**src/rtl/pc_fetch.sv**
```systemverilog
// Instruction fetch front end: holds the PC, applies branch-unit redirects,
// issues one outstanding imem request at a time and buffers the word for decode.
module pc_fetch #(
    parameter logic [31:0] RESET_PC = 32'h0000_0000
) (
    input  logic        clk,
    input  logic        reset,
    input  logic [1:0]  pcsrcs,
    input  logic [31:0] ex_pc4,
    input  logic [25:0] ex_jindex,
    input  logic [15:0] ex_imm,
    input  logic [31:0] jr_target,
    output logic        imem_req_valid,
    input  logic        imem_req_ready,
    output logic [31:0] imem_addr,
    input  logic        imem_resp_valid,
    input  logic [31:0] imem_resp_data,
    output logic        inst_valid,
    input  logic        dec_ready,
    output logic [31:0] inst,
    output logic [31:0] inst_pc,
    output logic [31:0] inst_pc4,
    output logic        misalign_err
);

    localparam int unsigned XLEN = 32;
    localparam logic [XLEN-1:0] WORD_BYTES = XLEN'(4);

    typedef enum logic [1:0] {
        S_FETCH = 2'd0,
        S_WAIT  = 2'd1,
        S_HOLD  = 2'd2
    } state_t;

    state_t          state_q, state_d;
    logic [XLEN-1:0] pc_q, pc_d;
    logic [XLEN-1:0] req_pc_q, req_pc_d;
    logic            discard_q, discard_d;
    logic [XLEN-1:0] inst_q, inst_d;
    logic [XLEN-1:0] inst_pc_q, inst_pc_d;
    logic [XLEN-1:0] inst_pc4_q, inst_pc4_d;
    logic            inst_valid_q, inst_valid_d;
    logic            misalign_q, misalign_d;

    logic            redirect_c;
    logic [XLEN-1:0] target_raw_c;
    logic [XLEN-1:0] target_c;

    // Redirect target selection; low bits are always forced to a word boundary
    always_comb begin
        redirect_c   = (pcsrcs != 2'b11);
        target_raw_c = pc_q;
        case (pcsrcs)
            2'b00:   target_raw_c = jr_target;
            2'b01:   target_raw_c = {ex_pc4[31:28], ex_jindex, 2'b00};
            2'b10:   target_raw_c = ex_pc4 + {{14{ex_imm[15]}}, ex_imm, 2'b00};
            default: target_raw_c = pc_q;
        endcase
        target_c = {target_raw_c[XLEN-1:2], 2'b00};
    end

    // State and datapath registers; synchronous reset is folded into the _d logic
    always_ff @(posedge clk) begin
        state_q      <= state_d;
        pc_q         <= pc_d;
        req_pc_q     <= req_pc_d;
        discard_q    <= discard_d;
        inst_q       <= inst_d;
        inst_pc_q    <= inst_pc_d;
        inst_pc4_q   <= inst_pc4_d;
        inst_valid_q <= inst_valid_d;
        misalign_q   <= misalign_d;
    end

    // Next-state logic
    always_comb begin
        state_d = state_q;
        case (state_q)
            S_FETCH: if (imem_req_ready) state_d = S_WAIT;
            S_WAIT: begin
                if (imem_resp_valid) begin
                    state_d = (discard_q || redirect_c) ? S_FETCH : S_HOLD;
                end
            end
            S_HOLD:  if (redirect_c || dec_ready) state_d = S_FETCH;
            default: state_d = S_FETCH;
        endcase
        if (reset) state_d = S_FETCH;
    end

    // Datapath next values and request outputs
    always_comb begin
        pc_d         = pc_q;
        req_pc_d     = req_pc_q;
        discard_d    = discard_q;
        inst_d       = inst_q;
        inst_pc_d    = inst_pc_q;
        inst_pc4_d   = inst_pc4_q;
        inst_valid_d = inst_valid_q;
        misalign_d   = 1'b0;

        case (state_q)
            S_FETCH: begin
                // A response seen here can only be the stale one left over from a reset
                if (imem_resp_valid) discard_d = 1'b0;
                if (imem_req_ready) begin
                    req_pc_d = pc_q;
                    pc_d     = pc_q + WORD_BYTES;
                    if (redirect_c) discard_d = 1'b1;
                end
            end
            S_WAIT: begin
                if (imem_resp_valid) begin
                    if (!discard_q && !redirect_c) begin
                        inst_d       = imem_resp_data;
                        inst_pc_d    = req_pc_q;
                        inst_pc4_d   = req_pc_q + WORD_BYTES;
                        inst_valid_d = 1'b1;
                    end
                    discard_d = 1'b0;
                end else if (redirect_c) begin
                    discard_d = 1'b1;
                end
            end
            S_HOLD: begin
                if (redirect_c || dec_ready) inst_valid_d = 1'b0;
            end
            default: inst_valid_d = 1'b0;
        endcase

        if (redirect_c) begin
            pc_d       = target_c;
            misalign_d = (pcsrcs == 2'b00) && (jr_target[1:0] != 2'b00);
        end

        if (reset) begin
            pc_d         = RESET_PC;
            req_pc_d     = '0;
            discard_d    = (state_q == S_WAIT);
            inst_d       = '0;
            inst_pc_d    = '0;
            inst_pc4_d   = '0;
            inst_valid_d = 1'b0;
            misalign_d   = 1'b0;
        end
    end

    // Output decode
    always_comb begin
        imem_req_valid = (state_q == S_FETCH) && !reset;
        imem_addr      = pc_q;
        inst_valid     = inst_valid_q;
        inst           = inst_q;
        inst_pc        = inst_pc_q;
        inst_pc4       = inst_pc4_q;
        misalign_err   = misalign_q;
    end

endmodule

```
**config.mk**
```make
export PLATFORM = sky130hd
export DESIGN_NAME = pc_fetch
export DESIGN_NICKNAME = d
export VERILOG_FILES = /design/src/rtl/pc_fetch.sv
export SDC_FILE = /design/constraint.sdc
export NUM_CORES = 1
export LEC_CHECK = 0
export BUFFER_PORTS_ARGS = -buffer_cell sky130_fd_sc_hd__buf_4
export CORE_MARGIN = 2
export CORE_UTILIZATION = 45
export DETAILED_ROUTE_END_ITERATION = 10
export HOLD_SLACK_MARGIN = 0.03
export PLACE_DENSITY = 0.75
export SETUP_SLACK_MARGIN = 0.5
export SLEW_MARGIN = 20
export SYNTH_ARGS = -nofsm -noshare
export SYNTH_HDL_FRONTEND = slang
export SYNTH_SLANG_ARGS = --single-unit
```
**constraint.sdc**
```tcl
create_clock -name clk -period 2.9 [get_ports clk]
set_clock_uncertainty 0.05 [all_clocks]
set_input_delay 0.58 -clock clk [delete_from_list [all_inputs] [get_ports clk]]
set_output_delay 0.58 -clock clk [all_outputs]
set_load 0.03 [all_outputs]
```
# ---- Word-level counts from Yosys, hierarchy flattened
# Index checks and enable logic that the tools add are counted.
dict set report classes {
  n_eq_ne 11
  shift 0
  n_reduce_logical 22
  bitwise 2
  mux 20
  n_div 0
  n_lt_le_gt_ge 0
  addsub 3
  n_mul 0
}
# cell n
set op_table {}
lappend op_table {{32-bit two-way mux} 3}
lappend op_table {{32-bit case mux with 3 select lines} 1}
lappend op_table {{32-bit by 3-bit adder with 32-bit output (second input constant)} 2}
lappend op_table {{32-bit adder} 1}
lappend op_table {{2-bit != test (second input constant)} 5}
lappend op_table {{1-bit two-way mux} 9}
lappend op_table {{3-bit AND reduction} 3}
lappend op_table {{2-bit two-way mux} 4}
lappend op_table {{2-bit case mux with 3 select lines} 1}
lappend op_table {{2-bit nonzero test} 3}
lappend op_table {{2-bit by 1-bit == test with 1-bit output (second input constant)} 2}
lappend op_table {{2-bit == test (second input constant)} 2}
lappend op_table {{2-bit zero test} 2}
lappend op_table {{4-bit by 1-bit != test with 1-bit output (second input constant)} 1}
lappend op_table {{4-bit != test (second input constant)} 1}
lappend op_table {{2-bit AND reduction} 2}
lappend op_table {{4-bit AND reduction} 1}
lappend op_table {{2-bit OR reduction} 2}
lappend op_table {{1-bit logical AND} 3}
lappend op_table {{1-bit zero test} 3}
lappend op_table {{1-bit case mux with 3 select lines} 1}
lappend op_table {{3-bit nonzero test} 1}
lappend op_table {{1-bit logical OR} 2}
lappend op_table {{1-bit NOT} 2}
lappend op_table {{1-bit case mux with 2 select lines} 1}
dict set report word_totals {
  ram_bits 0
  in_bits 145
  romBits 0
  reg_bits 165
  latchBits 0
  memories 0
  elab_cells 68
}

# ---- Logic depth before layout (Yosys ltp)
# Gate-level depths: netlist of run 1.
dict set report logic_depth {
  depth_word 6
  ltp_mapped 11
  mapped_depth_nobuf 11
}

# ---- Worst setup path after synthesis of run 1
# Ideal clock, no wire load.
dict set report synth_path {
  kind {input to register}
  from {in ex_pc4[12]}
  to {reg pc_q[30] (netlist: imem_addr[30])}
  path_buffers 1
  required_time_ns 2.792
  path_stages 10
  setup_ns 0.058
  t_arrival_ns 2.652
  slack_ns 0.139
  path_cell_list {ha_1 -> buf_6 -> and3_1 -> a221o_1 -> or3_4 -> o211ai_2 -> a31oi_1 -> o31a_1 -> nor3_1 -> o221a_2}
}
dict set report synth_via {
  elab_chain_cells 3
}
# element line
set synth_lines {}
lappend synth_lines {{start, declared} 9} ;# input logic [31:0] ex_pc4,
lappend synth_lines {{32-bit adder} 56} ;# 2'b10: target_raw_c = ex_pc4 + {{14{ex_imm[15]}}, ex_imm, 2'b00};
lappend synth_lines {{32-bit case mux with 3 select lines} 53} ;# case (pcsrcs)
lappend synth_lines {{32-bit two-way mux} 131} ;# if (redirect_c) begin
lappend synth_lines {{end signal, assigned} 65} ;# pc_q <= pc_d;
lappend synth_lines {{end, declared} 36} ;# logic [XLEN-1:0] pc_q, pc_d;
# No other way between the ends.
# A chain may end at the register's enable or synchronous reset.

# ---- Final worst setup path of run 1
dict set report layout_path {
  from {in ex_imm[10]}
  to {reg pc_q[30] (netlist: imem_addr[30])}
}
dict set report layout_via {
  elab_chain_cells 3
}
# element line
set layout_lines {}
lappend layout_lines {{start, declared} 11} ;# input logic [15:0] ex_imm,
lappend layout_lines {{32-bit adder} 56}
lappend layout_lines {{32-bit case mux with 3 select lines} 53}
lappend layout_lines {{32-bit two-way mux} 131}
# No other way between the ends.

==> flow_summary.yaml, run 1 <==
grt:
  grt_max_degree: 127
  grt_pass1_wl_mm: 41.6
  grt_pass1_vias: 8233
  overflow: 0
  gr-usage-all-layers_pct: 25.5
  antenna_found_initial: 0
floorplanning:
  num_rows: 50
  die_w_um: 143
  die_area_um2: 20300
  start_util_pct: 46.0
  pin_count: 276
  die_h_um: 143
  core-area_um2: 18800
timing:
  final_hold_viol_count: 0
  fmax_mhz: 399
  relSlewSlack_pct: 61.7
  setup_ws_ns: 0.394
  finalSetupViolations: 0
  finalMaxSlewViolations: 0
  period_minus_slack_ns: 2.51
  fin_setup_tns_ns: 0
  tightest_slew_ns: 0.574
  fin_crit_sh_pct: 86.4
  rsz0062_at_grt: "true"
clock_network:
  clockBufferDepth: 2
  clk-insertion-delay-late_ns: 0.42
  cts_max_level: 4
  cts_tree: "built"
  cts_buffers: 17
  clock-sinks: 157
  path_clk_slew_ns: 0.07
  clock-root-buffer: "clkbuf_16"
logic_synthesis:
  synth-edff-count: 1
  synth_cell_type_count: 68
  syn_avg_cell_area_um2: 7.76
  synthArstFlopShare_pct: 0
  netlist_area_um2: 8630
  yosys_register_bits: 157
  yosysWarnings: 0
  syn_inst: 1113
  yosysSeqAreaShare_pct: 36.5
  synthFlopType: "dfxtp_1"
layout:
  fin_cells: 1615
  synthToLayoutAreaGrowth_pct: 38.7
  regArea_um2: 3150
  antenna_cells: 0
  drive_above_1_share_pct: 29.3
  nFillCells: 1660
  fin_nets: 1550
  multiInputGateArea_um2: 5430
route:
  post-route-drc-count: 0
  first_pass_iters: 6
  wl_mm: 27.0
  wl_met2_mm: 12.9
  via_per_inst: 5.61
  highest_layer: "met4"
  routed-via-count: 9062
  wl_met1_mm: 11.8
  drtIter0Drc: 760
  met3WireLength_mm: 1.81
  drtAntennaViolNets: 0
  routedWlPerCell_um: 16.7
place:
  port-buffer-count: 267
  post-place-cells: 1581
  post-place-ws_ns: -0.0975
  dp_hpwl_mm: 20.1
  finalWeightedCongestion: 0.873
run:
  cap_violations: 0
hold_path:
  hold_path.class: "input pin to flop"
setup_path:
  worstPathArrival_ns: 2.82
  required_ns: 3.21
  critical_path.top_delay_family: "compound AO/OA/AOI/OAI gates"
  worst_setup_path_start_kind: "input pin"
  path_cells: "buf_6 -> ha_4 -> and3_4 -> a221o_1 -> or3_4 -> o211ai_4 -> a31oi_4 -> o31a_1 -> nor3_2 -> o221a_2"
  cp_num_buf_inv: 1
  crit_type: "input pin to flop"
  path_max_fanout: 4
  slowest_stage: "or3_4"
  critPathCaptureType: "flop"
  slowest_delay_ns: 0.37
power_and_ir_drop:
  p_leak_uw: 0.00483
  p_per_area_nw_per_um2: 492
  vdd_drop_max_v: 0.000298
outcome:
  outcome: "finished clean"
-- cell type report --
cell class                 count  area share [%]
clock inverter                11            1.41
clock buffer                  20            3.65
sequential                   157            26.3
timing repair buffer         313            20.1
inverter                      22           0.690
tap                          234            2.45
multi-input combinational    858            45.3
-- metal layers --
metal	global-route usage (%)	up-vias
met3	4.81	49
met4	8.34	0
met1	33.7	4146
li1	-	4491
met2	41.9	376
met5	0	-
-- report_power, final --
group | total, µW | leakage, µW | switching, µW | internal, µW
Sequential | 2350 | 0.00128 | 109 | 2240
Combinational | 1230 | 0.00326 | 680 | 549
Clock | 2310 | 0.000294 | 876 | 1440
Total | 5890 | 0.00483 | 1660 | 4220
-- metrics by stage --
stage | instance area (µm²) | utilization [%] | power (µW) | hold WS (ns)
5_1_grt | 12000 | 63.8 | 6110 | 0.315
6_report | 12000 | 63.8 | 5890 | 0.335
3_5_place_dp | 11200 | 59.7 | 3570 | 0.397
2_1_floorplan | 8870 | - | 3100 | 0.398
4_1_cts | 11800 | 63.0 | 5880 | 0.314
3_3_place_gp | 11200 | 59.7 | 3560 | 0.392
-- cells in the final DEF (no fill, tap or decap), drive strengths merged, types with 20 or more instances in the layout --
| cell | instances |
|---|---|
| buf | 313 |
| a211oi | 35 |
| nand2 | 245 |
| xor2 | 30 |
| a21oi | 135 |
| a221oi | 39 |
| nor2 | 55 |
| xnor2 | 30 |
| clkbuf | 20 |
| a21o | 22 |
| dfxtp | 156 |
| nor3 | 20 |
| ha | 35 |
| nand3 | 31 |
| inv | 22 |
| o21ai | 36 |
-- registers in the layout, summed over array words and instances, names as in the netlist --
signal,count
misalign_err,1
inst,32
inst_valid,1
discard_q,1
inst_pc4,30
imem_addr,30
state_q,2
req_pc_q,30
inst_pc,30
-- cells by family after synthesis --
kind of cell    Yosys count  share of synthesized area [%]
fa+ha+maj                36                           5.30
mux                       2                          0.232
flops                   157                           36.5
xor+xnor                 60                           6.09
buf+inv                 103                           4.87
compound gates          333                           25.4
other cells               1                         0.0434
simple gates            421                           21.5
-- cells in the mapped netlist (3+ instances only) --
master	count	share of area (%)
o31ai_1	4	0.35
a311oi_1	3	0.30
ha_1	35	5.1
a21boi_0	3	0.26
and3_1	15	1.1
o2111a_1	3	0.39
buf_1	7	0.30
and3_2	3	0.26
or3_1	6	0.43
a21oi_1	135	7.8
a221oi_1	39	4.0
nor3_1	18	1.0
a31oi_1	7	0.51
inv_1	21	0.91
a221o_1	8	0.93
a21o_1	22	1.9
nand2b_1	4	0.29
and4_1	4	0.41
o21ai_0	35	2.0
xnor2_1	30	3.0
o31a_1	3	0.30
nand4_1	18	1.3
or2_2	4	0.29
o2bb2ai_1	3	0.30
o21bai_1	4	0.35
nand3_1	31	1.8
o22ai_1	3	0.22
nor2_1	55	2.4
clkbuf_1	64	2.8
a211oi_1	35	3.0
nor4_1	4	0.29
and2_1	3	0.22
dfxtp_1	156	36
xor2_1	30	3.0
buf_4	6	0.52
nand2_1	245	11
-- path summary, 6_finish.rpt --
| check | from | to | slack (ns) | depth (start not counted) |
|---|---|---|---|---|
| worst max-delay path | ex_imm[10] | imem_addr[30] | 0.39 | 10 |
| worst min-delay path | jr_target[0] | misalign_err | 0.33 | 2 |
| worst max register to register | imem_addr[2] | imem_addr[29] | 0.55 | 8 |
| worst min register to register | inst_pc[27] | inst_pc[27] | 0.40 | 2 |
-- timing repair --
item,CTS,global route
resized for setup,4,31
endpoints found under the setup margin,7,21
hold buffers,0,0
pin swaps,5,16
buffers inserted,0,3
(Power assumes the default switching activity.)
==> run 2: changes to the inputs <==
BUFFER_PORTS_ARGS = default   (was -buffer_cell sky130_fd_sc_hd__buf_4)
DONT_BUFFER_PORTS = 1   (was default)
PLACE_DENSITY = default   (was 0.75)
==> run 2 against run 1 <==
Compared with the run above: sequential cell count unchanged; count of clock-buffer cells in the layout decreased by 1; critical endpoint unchanged; non-clock buffer count decreased by 253; routed wire length decreased by 5.8%; largest power group unchanged; clock power about the same; combinational power decreased by 21%; global-route usage decreased by 1.2 points; cell count decreased by 16%; critical path type unchanged; sequential share of layout area increased by 5.2 points; utilization decreased by 11 points; register-to-register slack improved by 0.08 ns; die area unchanged.
==> flow_summary.yaml, run 2 (synthesis gave the netlist of run 1 again) <==
outcome:
  outcome: "finished clean"
timing:
  relSlewSlack_pct: 54.1
  period_minus_slack_ns: 2.42
  finalSetupViolations: 0
  fin_setup_tns_ns: 0
  final_hold_viol_count: 0
  rsz0062_at_grt: "true"
  finalMaxSlewViolations: 0
  fmax_mhz: 413
  fin_crit_sh_pct: 83.4
  tightest_slew_ns: 0.688
layout:
  utilization_pct: 53.2
  mostFrequentLayoutCell: "nand2_1"
  nFillCells: 1833
  largest_reg_flops: 32
  fin_nets: 1297
  antenna_cells: 0
  synthToLayoutAreaGrowth_pct: 15.8
  final_cell_mix: "245 x nand2_1, 155 x dfxtp_1, 131 x a21oi_1"
  drive_above_1_share_pct: 12.8
  fin_cells: 1361
route:
  via_per_inst: 5.84
  wl_mm: 25.5
  routed-via-count: 7947
  routedWlPerCell_um: 18.7
  drtAntennaViolNets: 0
  post-route-drc-count: 0
  first_pass_iters: 5
  drtIter0Drc: 458
hold_path:
  holdPathEnd: "inst[15]"
  hold_path_depth: 1
  hold_start: "reset"
  hold_path.class: "input pin to flop"
floorplanning:
  die_w_um: 143
  core-area_um2: 18800
  pin_count: 276
  die_h_um: 143
  start_util_pct: 46.0
  num_rows: 50
  die_area_um2: 20300
setup_path:
  rr_worst_depth: 8
  path_max_fanout: 7
  worstPathArrival_ns: 2.74
  path_cells: "ha_4 -> and3_4 -> a221o_1 -> or3_4 -> o211ai_4 -> a31oi_4 -> o31a_1 -> nor3_2 -> o221a_2"
  crit_type: "input pin to flop"
  worstReg2RegStart: "imem_addr[18]"
  r2r_slack_ns: 0.63
  critical_path.top_delay_family: "compound AO/OA/AOI/OAI gates"
  cp_num_buf_inv: 0
  slowest_delay_ns: 0.36
  reg2reg_to: "imem_addr[29]"
  worst-path-stages: 9
  required_ns: 3.22
  critPathCaptureType: "flop"
  worst_setup_path_start_kind: "input pin"
  slowest_stage: "or3_4"
place:
  post-place-cells: 1329
  port-buffer-count: 0
  dp_hpwl_mm: 18.8
  finalWeightedCongestion: 0.903
clock_network:
  cts_max_level: 4
  clk-insertion-delay-late_ns: 0.42
  clockBufferDepth: 2
  path_clk_slew_ns: 0.07
  clock-root-buffer: "clkbuf_16"
  clock-sinks: 157
  cts_buffers: 17
  cts_tree: "built"
power_and_ir_drop:
  p_leak_uw: 0.00353
  p_per_area_nw_per_um2: 564
  vdd_drop_max_v: 0.000305
grt:
  grt_pass1_wl_mm: 38.9
  overflow: 0
  grt_pass1_vias: 7167
  grt_max_degree: 157
  gr-usage-all-layers_pct: 24.2
  antenna_found_initial: 0
run:
  cap_violations: 0
[run 2: cell types whose count changed in the layout (fill, tap and decap cells not counted), moves of 3 or more]
cell,previous run,this run
clkinv_2,3,0
o21ai_0,27,30
inv_6,1,4
o21ai_1,8,5
clkbuf_1,3,0
buf_4,307,58
[run 2: report_power, final]
group	internal [µW]	leakage (µW)	switching (µW)	total [µW]
clock network	1400	0.000293	907	2310
registers	2240	0.00128	112	2350
logic	389	0.00196	582	971
[run 2: worst reg2reg max path, delay by kind of cell, from the launching register on]
family	cells	cell delay, ns
xor gates and xnor gates	1	0.21
and+or+nand+nor	5	1.04
AOI/OAI and AO/OA	1	0.45
muxes	1	0.12
DFF	1	0.33
[run 2: worst max-delay path by stage]
stage | start | end
after floorplan | ex_pc4[12] | imem_addr[30]
after global placement | ex_pc4[9] | imem_addr[30]
after detailed placement | ex_pc4[9] | imem_addr[30]
after CTS | ex_pc4[11] | imem_addr[30]
after global routing | ex_pc4[11] | imem_addr[18]
final | ex_pc4[11] | imem_addr[30]
[run 2: per-layer routing]
layer	vias to the layer above	global-route usage, %	wire length, µm
met5	-	0	0
met4	0	5.78	261
met3	22	5.79	1630
met2	230	38.9	12200
met1	3697	32.9	11400
li1	3998	-	-
[run 2: timing repair]
item,4_1_cts,5_1_grt
pin swaps,0,8
buffers inserted,0,2
gates resized for setup,2,18
cloned,0,0
hold endpoints to repair,0,0
setup endpoints to repair,3,14
hold buffers,0,0
[run 2: final cells by class]
class	instances	area [µm²]	area share (%)
Inverter	22	82.6	0.826
Multi-Input combinational cell	858	5380	53.8
Clock buffer	19	453	4.53
Tap cell	234	293	2.93
Clock inverter	11	158	1.58
Timing Repair Buffer	60	475	4.76
Sequential cell	157	3150	31.6
[run 2: stage by stage]
stage	cell area (µm²)	total power [µW]	worst slack, ns	hold WS [ns]
global route	9990	5870	0.451	0.147
finish	9990	5630	0.481	0.175
CTS	9910	5660	0.502	0.157
floorplan	8870	3100	0.175	0.398
global placement	9290	3330	0.0348	0.414
detailed placement	9290	3340	0.0394	0.420
